<file path="src/rtl/comm_pkg.sv">
// Shared types and constants for the CW305 <-> PULPino word mailbox.
package comm_pkg;

    localparam int unsigned COMM_WORD_W        = 32;
    localparam int unsigned COMM_DEFAULT_DEPTH = 8;

    typedef enum logic [1:0] {
        IDLE      = 2'd0,
        ISSUE     = 2'd1,
        WAIT_DONE = 2'd2
    } comm_state_e;

endpackage

</file>
<file path="src/rtl/comm_sync_fifo.sv">
// Single-clock FIFO with a registered head word, registered full/empty/count flags,
// and a combinational overflow pulse that fires when a push is dropped.
module comm_sync_fifo #(
    parameter int unsigned WIDTH = 32,
    parameter int unsigned DEPTH = 8
) (
    input  logic                     clk,
    input  logic                     reset_n_i,
    input  logic                     push,
    input  logic [WIDTH-1:0]         push_data,
    input  logic                     pop,
    output logic [WIDTH-1:0]         head,
    output logic                     full,
    output logic                     empty,
    output logic [$clog2(DEPTH):0]   count,
    output logic                     overflow_c
);

    localparam int unsigned AW = $clog2(DEPTH);
    localparam int unsigned CW = AW + 1;

    logic [WIDTH-1:0] mem [DEPTH];
    logic [AW-1:0]    wr_ptr;
    logic [AW-1:0]    rd_ptr;
    logic             do_push;
    logic             do_pop;
    logic [CW-1:0]    count_nxt;

    // A pop on a full FIFO frees the slot the concurrent push lands in.
    always_comb begin
        do_pop     = pop && !empty;
        do_push    = push && (!full || do_pop);
        overflow_c = push && full && !do_pop;
        count_nxt  = count + CW'(do_push) - CW'(do_pop);
    end

    always_ff @(posedge clk) begin
        if (do_push) begin
            mem[wr_ptr] <= push_data;
        end
    end

    always_ff @(posedge clk or negedge reset_n_i) begin
        if (!reset_n_i) begin
            wr_ptr <= '0;
            rd_ptr <= '0;
            count  <= '0;
            full   <= 1'b0;
            empty  <= 1'b1;
            head   <= '0;
        end else begin
            if (do_push) begin
                wr_ptr <= wr_ptr + AW'(1);
            end
            if (do_pop) begin
                rd_ptr <= rd_ptr + AW'(1);
            end
            count <= count_nxt;
            full  <= (count_nxt == CW'(DEPTH));
            empty <= (count_nxt == CW'(0));
            // Head tracks the oldest entry; bypass the pushed word when it becomes the head.
            if (do_pop) begin
                if (count == CW'(1)) begin
                    if (do_push) begin
                        head <= push_data;
                    end
                end else begin
                    head <= mem[rd_ptr + AW'(1)];
                end
            end else if (empty && do_push) begin
                head <= push_data;
            end
        end
    end

endmodule

</file>
<file path="src/rtl/comm_word_mailbox.sv">
// Word mailbox between the CW305 USB register file and the PULPino GPIO serialiser.
// Optional WAIT_DONE watchdog enabled by defining COMM_MAILBOX_TIMEOUT_EN.
module comm_word_mailbox
    import comm_pkg::*;
#(
    parameter int unsigned DEPTH          = COMM_DEFAULT_DEPTH,
    parameter int unsigned TIMEOUT_CYCLES = 65535
) (
    input  logic                    clk,
    input  logic                    reset_n_i,
    input  logic                    tx_wr_i,
    input  logic [COMM_WORD_W-1:0]  tx_data_i,
    output logic                    tx_full_o,
    output logic [$clog2(DEPTH):0]  tx_count_o,
    input  logic                    rx_rd_i,
    output logic [COMM_WORD_W-1:0]  rx_data_o,
    output logic                    rx_empty_o,
    output logic [$clog2(DEPTH):0]  rx_count_o,
    input  logic                    clear_err_i,
    output logic                    tx_overflow_o,
    output logic                    rx_overflow_o,
    output logic                    timeout_o,
    output logic                    busy_o,
    output logic [COMM_WORD_W-1:0]  read_data_o,
    output logic                    do_read_o,
    input  logic                    data_in_done_i,
    input  logic [COMM_WORD_W-1:0]  write_data_i,
    input  logic                    data_out_done_i
);

    comm_state_e            state;
    logic                   in_snap;
    logic                   out_prev;
    logic [COMM_WORD_W-1:0] tx_head;
    logic                   tx_empty;
    logic                   tx_pop;
    logic                   tx_ovf_c;
    logic                   rx_push;
    logic                   rx_ovf_c;
    logic                   rx_full_unused;

    assign tx_pop  = (state == IDLE) && !tx_empty;
    assign rx_push = (data_out_done_i != out_prev);

    comm_sync_fifo #(.WIDTH(COMM_WORD_W), .DEPTH(DEPTH)) u_tx_fifo (
        .clk        (clk),
        .reset_n_i  (reset_n_i),
        .push       (tx_wr_i),
        .push_data  (tx_data_i),
        .pop        (tx_pop),
        .head       (tx_head),
        .full       (tx_full_o),
        .empty      (tx_empty),
        .count      (tx_count_o),
        .overflow_c (tx_ovf_c)
    );

    comm_sync_fifo #(.WIDTH(COMM_WORD_W), .DEPTH(DEPTH)) u_rx_fifo (
        .clk        (clk),
        .reset_n_i  (reset_n_i),
        .push       (rx_push),
        .push_data  (write_data_i),
        .pop        (rx_rd_i),
        .head       (rx_data_o),
        .full       (rx_full_unused),
        .empty      (rx_empty_o),
        .count      (rx_count_o),
        .overflow_c (rx_ovf_c)
    );

    // Done-edge history and sticky FIFO error flags; a new error beats a clear.
    always_ff @(posedge clk or negedge reset_n_i) begin
        if (!reset_n_i) begin
            out_prev      <= 1'b0;
            tx_overflow_o <= 1'b0;
            rx_overflow_o <= 1'b0;
        end else begin
            out_prev <= data_out_done_i;
            if (tx_ovf_c) begin
                tx_overflow_o <= 1'b1;
            end else if (clear_err_i) begin
                tx_overflow_o <= 1'b0;
            end
            if (rx_ovf_c) begin
                rx_overflow_o <= 1'b1;
            end else if (clear_err_i) begin
                rx_overflow_o <= 1'b0;
            end
        end
    end

`ifdef COMM_MAILBOX_TIMEOUT_EN
    localparam int unsigned TW = $clog2(TIMEOUT_CYCLES + 1);

    logic [TW-1:0] tmo_cnt;
    logic          timeout_q;

    assign timeout_o = timeout_q;

    // TX issue FSM with WAIT_DONE watchdog; an expired word is abandoned.
    always_ff @(posedge clk or negedge reset_n_i) begin
        if (!reset_n_i) begin
            state       <= IDLE;
            read_data_o <= '0;
            do_read_o   <= 1'b0;
            busy_o      <= 1'b0;
            in_snap     <= 1'b0;
            tmo_cnt     <= '0;
            timeout_q   <= 1'b0;
        end else begin
            if (clear_err_i) begin
                timeout_q <= 1'b0;
            end
            case (state)
                IDLE: begin
                    if (!tx_empty) begin
                        read_data_o <= tx_head;
                        in_snap     <= data_in_done_i;
                        do_read_o   <= 1'b1;
                        busy_o      <= 1'b1;
                        state       <= ISSUE;
                    end
                end
                ISSUE: begin
                    do_read_o <= 1'b0;
                    tmo_cnt   <= '0;
                    state     <= WAIT_DONE;
                end
                WAIT_DONE: begin
                    if (data_in_done_i != in_snap) begin
                        busy_o <= 1'b0;
                        state  <= IDLE;
                    end else if (tmo_cnt == TW'(TIMEOUT_CYCLES - 1)) begin
                        timeout_q <= 1'b1;
                        in_snap   <= data_in_done_i;
                        busy_o    <= 1'b0;
                        state     <= IDLE;
                    end else begin
                        tmo_cnt <= tmo_cnt + TW'(1);
                    end
                end
                default: begin
                    do_read_o <= 1'b0;
                    busy_o    <= 1'b0;
                    state     <= IDLE;
                end
            endcase
        end
    end
`else
    localparam int unsigned TIMEOUT_UNUSED = TIMEOUT_CYCLES;

    assign timeout_o = 1'b0;

    // TX issue FSM: one word in flight, released by a data_in_done toggle.
    always_ff @(posedge clk or negedge reset_n_i) begin
        if (!reset_n_i) begin
            state       <= IDLE;
            read_data_o <= '0;
            do_read_o   <= 1'b0;
            busy_o      <= 1'b0;
            in_snap     <= 1'b0;
        end else begin
            case (state)
                IDLE: begin
                    if (!tx_empty) begin
                        read_data_o <= tx_head;
                        in_snap     <= data_in_done_i;
                        do_read_o   <= 1'b1;
                        busy_o      <= 1'b1;
                        state       <= ISSUE;
                    end
                end
                ISSUE: begin
                    do_read_o <= 1'b0;
                    state     <= WAIT_DONE;
                end
                WAIT_DONE: begin
                    if (data_in_done_i != in_snap) begin
                        busy_o <= 1'b0;
                        state  <= IDLE;
                    end
                end
                default: begin
                    do_read_o <= 1'b0;
                    busy_o    <= 1'b0;
                    state     <= IDLE;
                end
            endcase
        end
    end
`endif

endmodule
</file>
<file path="config.mk">
export PLATFORM = sky130hd
export DESIGN_NAME = comm_word_mailbox
export DESIGN_NICKNAME = d
export VERILOG_FILES = /design/src/rtl/comm_pkg.sv /design/src/rtl/comm_sync_fifo.sv /design/src/rtl/comm_word_mailbox.sv
export SDC_FILE = /design/constraint.sdc
export NUM_CORES = 1
export LEC_CHECK = 0
export BUFFER_PORTS_ARGS = -buffer_cell sky130_fd_sc_hd__buf_2
export CAP_MARGIN = 0
export CORE_ASPECT_RATIO = 1.2
export CORE_UTILIZATION = 40
export DETAILED_ROUTE_END_ITERATION = 16
export GPL_ROUTABILITY_DRIVEN = 0
export PLACE_DENSITY = 0.64
export SLEW_MARGIN = 15
export SYNTH_ARGS = -nofsm -noshare
export SYNTH_HDL_FRONTEND = slang
export SYNTH_SLANG_ARGS = --single-unit
</file>
<file path="constraint.sdc">
create_clock -name clk -period 4.84 [get_ports clk]
set_clock_uncertainty 0.1 [all_clocks]
set_input_delay 0.242 -clock clk [delete_from_list [all_inputs] [get_ports clk]]
set_output_delay 0.242 -clock clk [all_outputs]
set_load 0.01 [all_outputs]
</file>
* Yosys cells after proc, flatten, opt, wreduce, memory -nomap -nowiden *
Memory sizes are Yosys's and may differ from the RTL's.
Cells that the tools add are included.

storage, ports and cells
  output and inout bits = 79
  input bits = 71
  memory bits (writable) = 512
  register bits after elaboration = 128
  word-level logic and storage cells = 99
  memories kept = 2

memories
  memory         words  bits a word  rd ports  clocked after memory_dff  write ports  line                  text
  u_rx_fifo.mem  8      32           1         0                         1            comm_sync_fifo.sv:22  logic [WIDTH-1:0] mem [DEPTH];
  u_tx_fifo.mem  8      32           1         0                         1            comm_sync_fifo.sv:22

cells by class
  bitwise operators = 3
  equality and inequality tests = 12
  reductions and logical operators = 32
  add/sub/neg operators = 8
  mux-type cells = 22

operators by type and width
  operator                                               number
  two-way mux 32 bit                                     8
  adder 3 x 1 -> 3 bit, second input constant            4
  logical AND 1 bit                                      11
  AND reduction 2 bit                                    5
  two-way mux 1 bit                                      9
  adder 4 x 1 -> 4 bit                                   2
  == test 4 x 1 -> 1 bit, second input constant          2
  == test 4 bit, second input constant                   2
  logical NOT 4 bit                                      2
  nonzero test 2 bit                                     4
  subtractor 4 x 1 -> 4 bit                              2
  logical NOT 1 bit                                      6
  inequality test 3 x 2 -> 1 bit, second input constant  2
  one-hot mux 2 bit (3 select lines)                     1
  two-way mux 2 bit                                      2
  inequality test 2 bit, second input constant           2
  inverter 1 bit                                         3
  one-hot mux 1 bit (3 select lines)                     1
  AND reduction 3 bit                                    1
  == test 2 x 1 -> 1 bit, second input constant          1
  == test 2 bit, second input constant                   1
  logical NOT 2 bit                                      1
  logical OR 1 bit                                       2
  inequality test 1 bit                                  2
  one-hot mux 1 bit (2 select lines)                     1

* Logic depth before layout (Yosys ltp) *
  word-level depth = 8
  depth in mapped cells = 12
  mapped depth without buffers = 10

* Hierarchy *
From an unflattened synthesis, not the netlist that was laid out.

unflattened totals
  cell total of the unflattened synthesis = 1682
  area total of the unflattened synthesis = 25829.8 um^2

modules (own cells, without submodules)
  module             seq. area each (um^2)  cells an instance  area an instance (um^2)  instances
  comm_sync_fifo     8789.7                 795                12157.9                  2
  comm_word_mailbox  1001.0                 92                 1514.0                   1

* Least setup slack after synthesis *
OpenSTA, ideal clock, no wires.

  path kind = register to register
  start = register u_rx_fifo.empty
  end = memory u_rx_fifo.mem[2][0] (enable)
  path slack = -0.085 ns
  library setup time = 0.513 ns
  required time = 4.227 ns
  stages on the path, launching flop included = 5
  period minus slack after synthesis = 4.925 ns
  arrival = 4.312 ns
  path buffers = 1
  cell sequence = dfstp_2 > nand2b_1 > a21o_1 > buf_2 > nor4b_1

on the way
  longest elaborated chain between the ends = 6

RTL lines
  element                                  line                  text
  start, declared                          comm_sync_fifo.sv:14  output logic empty,
  start signal, assigned                   comm_sync_fifo.sv:60  empty <= (count_nxt == CW'(0));
  logical NOT 1 bit                        comm_sync_fifo.sv:31  do_pop = pop && !empty;
  logical AND 1 bit                        comm_sync_fifo.sv:31
  logical OR 1 bit                         comm_sync_fifo.sv:32  do_push = push && (!full || do_pop);
  logical AND 1 bit                        comm_sync_fifo.sv:32
  two-way mux 1 bit                        comm_sync_fifo.sv:38  if (do_push) begin
  two-way mux 1 bit (implied by the code)  comm_sync_fifo.sv:39  mem[wr_ptr] <= push_data;
  end, declared                            comm_sync_fifo.sv:22

Every way passes these cells.

* Final worst setup path *
  start = register u_tx_fifo.empty
  end = register u_tx_fifo.full

on the way
  longest elaborated chain between the ends = 8

RTL lines
  element                           line                     text
  start, declared                   comm_sync_fifo.sv:14
  start signal, assigned            comm_sync_fifo.sv:60
  logical NOT 1 bit *               n/a
  logical AND 1 bit                 comm_word_mailbox.sv:42  assign tx_pop = (state == IDLE) && !tx_empty;
  logical AND 1 bit *               comm_sync_fifo.sv:31
  logical OR 1 bit                  comm_sync_fifo.sv:32
  logical AND 1 bit                 comm_sync_fifo.sv:32
  adder 4 x 1 -> 4 bit              comm_sync_fifo.sv:34     count_nxt = count + CW'(do_push) - CW'(do_pop);
  subtractor 4 x 1 -> 4 bit *       comm_sync_fifo.sv:34
  named net u_tx_fifo.count_nxt[2]  comm_sync_fifo.sv:27     logic [CW-1:0] count_nxt;
  == test 4 bit *                   comm_sync_fifo.sv:59     full <= (count_nxt == CW'(DEPTH));
  end signal, assigned              comm_sync_fifo.sv:59
  end, declared                     comm_sync_fifo.sv:13     output logic full,

Mark *: on every way through the listed nets, which the timed path passes. The rest lies on a longest branch.
A chain may end at the register's enable or synchronous reset.

==> impl_metrics.xml <==
<?xml version="1.0" encoding="UTF-8"?>
<metrics>
  <group name="grt">
    <metric name="pin_count_of_the_biggest_net_entering_global_routing" unit="">130</metric>
    <metric name="total_global_route_track_usage" unit="">0.185</metric>
    <metric name="grt_overflow" unit="">0</metric>
    <metric name="wire_length_of_the_first_global_routing_pass" unit="um">90000</metric>
    <metric name="grt_antenna_before_repair" unit="">1</metric>
    <metric name="first_global_vias" unit="">15376</metric>
  </group>
  <group name="run_status">
    <metric name="run_status" unit="">complete, no violations</metric>
  </group>
  <group name="timing">
    <metric name="final.period_utilization" unit="">0.700</metric>
    <metric name="fin_worst_hold_slack" unit="ns">0.110</metric>
    <metric name="timing.final.crit_period" unit="ns">3.39</metric>
    <metric name="rsz0062_at_grt" unit="">false</metric>
    <metric name="fin_tns_setup" unit="ns">0</metric>
    <metric name="setup_viol" unit="">0</metric>
    <metric name="worst_slew_margin_rel" unit="">0.241</metric>
    <metric name="worst_slew_pin_slew" unit="ns">1.13</metric>
    <metric name="max_freq" unit="GHz">0.295</metric>
    <metric name="drv_slew" unit="">0</metric>
    <metric name="finalHoldViolCount" unit="">0</metric>
  </group>
  <group name="critical_path">
    <metric name="element_type_at_the_critical_path_end" unit="">flip-flop</metric>
    <metric name="critical_path_data_required_time" unit="ns">5.27</metric>
    <metric name="critical_path_s_slowest_cell" unit="">sky130_fd_sc_hd__o21ai_0</metric>
    <metric name="cp.arrival" unit="ns">3.82</metric>
    <metric name="maximum_fanout_along_the_worst_path" unit="">40</metric>
    <metric name="critical_path.top_delay_family" unit="">simple AND/OR/NAND/NOR gates</metric>
    <metric name="crit_path_cell_trace" unit="">or3_4 &gt; inv_2 &gt; o21ai_0 &gt; inv_1 &gt; ha_1 &gt; inv_1 &gt; fa_1 &gt; xnor2_1 &gt; or3_1 &gt; nor2b_1</metric>
    <metric name="timing.critical_path.mode_cell" unit="">sky130_fd_sc_hd__inv_1</metric>
    <metric name="startpoint_class" unit="">flip-flop</metric>
    <metric name="worstPathBufferInverterCount" unit="">3</metric>
    <metric name="critical_path.max_stage_delay" unit="ns">0.61</metric>
    <metric name="setup.worst_path.class" unit="">flip-flop to flip-flop</metric>
  </group>
  <group name="finish">
    <metric name="fin_util" unit="">0.483</metric>
    <metric name="num-nets-final" unit="">2086</metric>
    <metric name="synthToLayoutAreaGrowth" unit="%">18.7</metric>
    <metric name="stdcell_area" unit="sq um">29500</metric>
    <metric name="post_route_cells_drive_above_1_share" unit="">0.156</metric>
  </group>
  <group name="synth">
    <metric name="synth_most_common_cell" unit="">sky130_fd_sc_hd__edfxtp_1</metric>
    <metric name="asyncSetResetFlopFracSynth" unit="">0.200</metric>
    <metric name="netlist_top_cells_area" unit="">sky130_fd_sc_hd__edfxtp_1 (62%), sky130_fd_sc_hd__dfrtp_1 (13%), sky130_fd_sc_hd__nand2_1 (6.7%)</metric>
    <metric name="net_count_synth" unit="">1872</metric>
    <metric name="synth_area_leader_cell" unit="">sky130_fd_sc_hd__edfxtp_1</metric>
    <metric name="synth_seq_area_share" unit="">0.747</metric>
    <metric name="syn_area" unit="sq um">24900</metric>
    <metric name="yosys_warnings" unit="">0</metric>
    <metric name="post-synth-top-area-fraction" unit="">0.618</metric>
    <metric name="synth.distinct_cells" unit="">41</metric>
    <metric name="postSynthCellCount" unit="">1785</metric>
    <metric name="post_synth_edffs" unit="">512</metric>
    <metric name="avgSynthCellArea" unit="sq um">13.9</metric>
    <metric name="postSynth.topFlopCell" unit="">sky130_fd_sc_hd__edfxtp_1</metric>
    <metric name="number_of_flip_flops_and_latches_in_the_synthesized_netlist" unit="">640</metric>
    <metric name="synth_common_cells" unit="">sky130_fd_sc_hd__edfxtp_1 (512), sky130_fd_sc_hd__nand2_1 (445), sky130_fd_sc_hd__nand3_1 (129)</metric>
  </group>
  <group name="floorplanning">
    <metric name="floorplan.rows" unit="">99</metric>
    <metric name="die_span_in_y" unit="um">275</metric>
    <metric name="start_util" unit="">0.407</metric>
    <metric name="io-pin-count" unit="">150</metric>
    <metric name="total_die_area" unit="sq um">63200</metric>
    <metric name="core_region_area" unit="sq um">61100</metric>
    <metric name="dieWidth" unit="um">230</metric>
  </group>
  <group name="drt">
    <metric name="drt_iter0_markers" unit="">1088</metric>
    <metric name="routed_wirelength" unit="um">58300</metric>
    <metric name="wl_per_cell" unit="um">20.4</metric>
    <metric name="drt.antenna.violating_nets" unit="">0</metric>
    <metric name="detail_route.first_pass.iterations" unit="">5</metric>
    <metric name="detailroute.via_count" unit="">15062</metric>
    <metric name="drc_markers" unit="">0</metric>
    <metric name="vias_per_cell" unit="">5.27</metric>
  </group>
  <group name="hold_path">
    <metric name="holdCritPathClass" unit="">input port to async pin</metric>
  </group>
  <group name="clock_network">
    <metric name="cts_resized" unit="">0</metric>
    <metric name="clock_path_buffers" unit="">3</metric>
    <metric name="cts.clk_slew.worst_paths" unit="ns">0.06</metric>
    <metric name="cts_htree_levels" unit="">2</metric>
    <metric name="hold_buffers" unit="">70</metric>
    <metric name="cts_tree" unit="">built</metric>
    <metric name="cts_setup_buffers" unit="">0</metric>
    <metric name="cts_num_sinks" unit="">640</metric>
    <metric name="clock-root-buffer" unit="">sky130_fd_sc_hd__clkbuf_16</metric>
    <metric name="worstSkewPairLatency" unit="ns">0.62</metric>
    <metric name="numCtsBuffers" unit="">60</metric>
  </group>
  <group name="pwr">
    <metric name="power_per_cell_area" unit="nW/um^2">665</metric>
    <metric name="vdd_ir_drop_max" unit="V">0.000463</metric>
    <metric name="leakagePower" unit="uW">0.0111</metric>
  </group>
  <group name="placement">
    <metric name="io_buffers" unit="">148</metric>
    <metric name="placedInstanceArea" unit="sq um">26700</metric>
    <metric name="post-dp-hpwl" unit="um">32800</metric>
  </group>
  <group name="flow_run">
    <metric name="drv_cap" unit="">0</metric>
  </group>
</metrics>
## final timing paths
kind / start / end / slack, ns / depth (start not counted)
hold reg to reg: read_data_o[9] / read_data_o[9] / 0.37 / 2
setup / recovery: u_tx_fifo.empty / u_tx_fifo.full / 1.45 / 10
min in group clk: tx_wr_i / u_tx_fifo.wr_ptr[0] / 0.14 / 4
max in group asynchronous: reset_n_i / read_data_o[12] / 3.45 / 3
hold / removal: reset_n_i / u_rx_fifo.head[28] / 0.11 / 2
setup reg to reg: u_tx_fifo.empty / u_tx_fifo.full / 1.45 / 10
## state kept, by name, summed over array words and instances (netlist names), 2 cells and up
name / flops
u_rx_fifo.mem: 256
u_tx_fifo.mem: 256
read_data_o: 32
u_rx_fifo.head: 32
u_tx_fifo.head: 32
u_rx_fifo.count: 4
u_tx_fifo.count: 4
u_rx_fifo.rd_ptr: 3
u_rx_fifo.wr_ptr: 3
u_tx_fifo.rd_ptr: 3
u_tx_fifo.wr_ptr: 3
state: 2
## metrics by stage
step	instances	power [uW]	setup WS (ns)
finish	2859	19600	1.45
detailed placement	2675	14800	1.45
CTS	2858	19800	1.40
global placement	2675	14600	1.58
global route	2859	20800	1.18
floorplan	1785	12300	0.246
## cell usage in the layout, fill, tap and decap left out, types with 3 or more instances in the layout
master                          instances
sky130_fd_sc_hd__clkbuf_16             64
sky130_fd_sc_hd__nor3_2                 4
sky130_fd_sc_hd__a21o_1                 3
sky130_fd_sc_hd__clkbuf_8              11
sky130_fd_sc_hd__nand3_1              129
sky130_fd_sc_hd__buf_2                147
sky130_fd_sc_hd__mux2i_1              128
sky130_fd_sc_hd__clkinvlp_4             4
sky130_fd_sc_hd__clkbuf_1              10
sky130_fd_sc_hd__bufinv_16              6
sky130_fd_sc_hd__edfxtp_1             512
sky130_fd_sc_hd__and2_2                 3
sky130_fd_sc_hd__nor2_2                 3
sky130_fd_sc_hd__xor2_1                 4
sky130_fd_sc_hd__clkinv_1               5
sky130_fd_sc_hd__nand2_1              445
sky130_fd_sc_hd__clkinv_2               7
sky130_fd_sc_hd__nand2b_1               4
sky130_fd_sc_hd__o21ai_0                4
sky130_fd_sc_hd__buf_4                 35
sky130_fd_sc_hd__dfrtp_1              125
sky130_fd_sc_hd__xnor2_1               11
sky130_fd_sc_hd__nand4_1               32
sky130_fd_sc_hd__nor2_4                 7
sky130_fd_sc_hd__a31oi_1               64
sky130_fd_sc_hd__inv_1                 24
sky130_fd_sc_hd__nor2_1                39
sky130_fd_sc_hd__dlygate4sd3_1         70
sky130_fd_sc_hd__ha_1                  14
sky130_fd_sc_hd__a22oi_1               96
## cell families (layout without fill, tap and decap cells)
family,count (synthesis),in the layout,share of synthesized area
flops,640,640,0.747
simple gates,678,678,0.115
mux,129,129,0.0520
compound gates,176,176,0.0497
other cells,1,2,0.000151
buf+inv,128,393,0.0217
fa+ha+maj,16,16,0.00865
xor+xnor,17,17,0.00599
## cell type report
cell class	count	area, sq um
antenna	1	2.50
clock buffer	85	1790
clock inverter	28	322
fill	5284	31600
inverter	25	93.8
multi-input combinational	1017	5950
sequential	640	18600
tap	808	1010
timing repair buffer	255	1750
## report_power, final
| group | leakage (uW) | switching [uW] | internal (uW) |
|---|---|---|---|
| Sequential | 0.00614 | 516 | 7130 |
| Clock | 0.00103 | 2030 | 2900 |
| Combinational | 0.00398 | 4720 | 2320 |
| Total | 0.0111 | 7260 | 12300 |
## routing by layer
metal / wire length, um / part of all wire / GRT usage / vias to the layer above
met1: 23400 / 0.40 / 0.225 / 7575
met5: 0 / 0 / 0 / -
met4: 1240 / 0.021 / 0.0512 / 0
li1: - / - / - / 6961
met3: 3280 / 0.056 / 0.0334 / 89
met2: 30400 / 0.52 / 0.335 / 437
No activity file was read; power rests on OpenSTA's default activity.
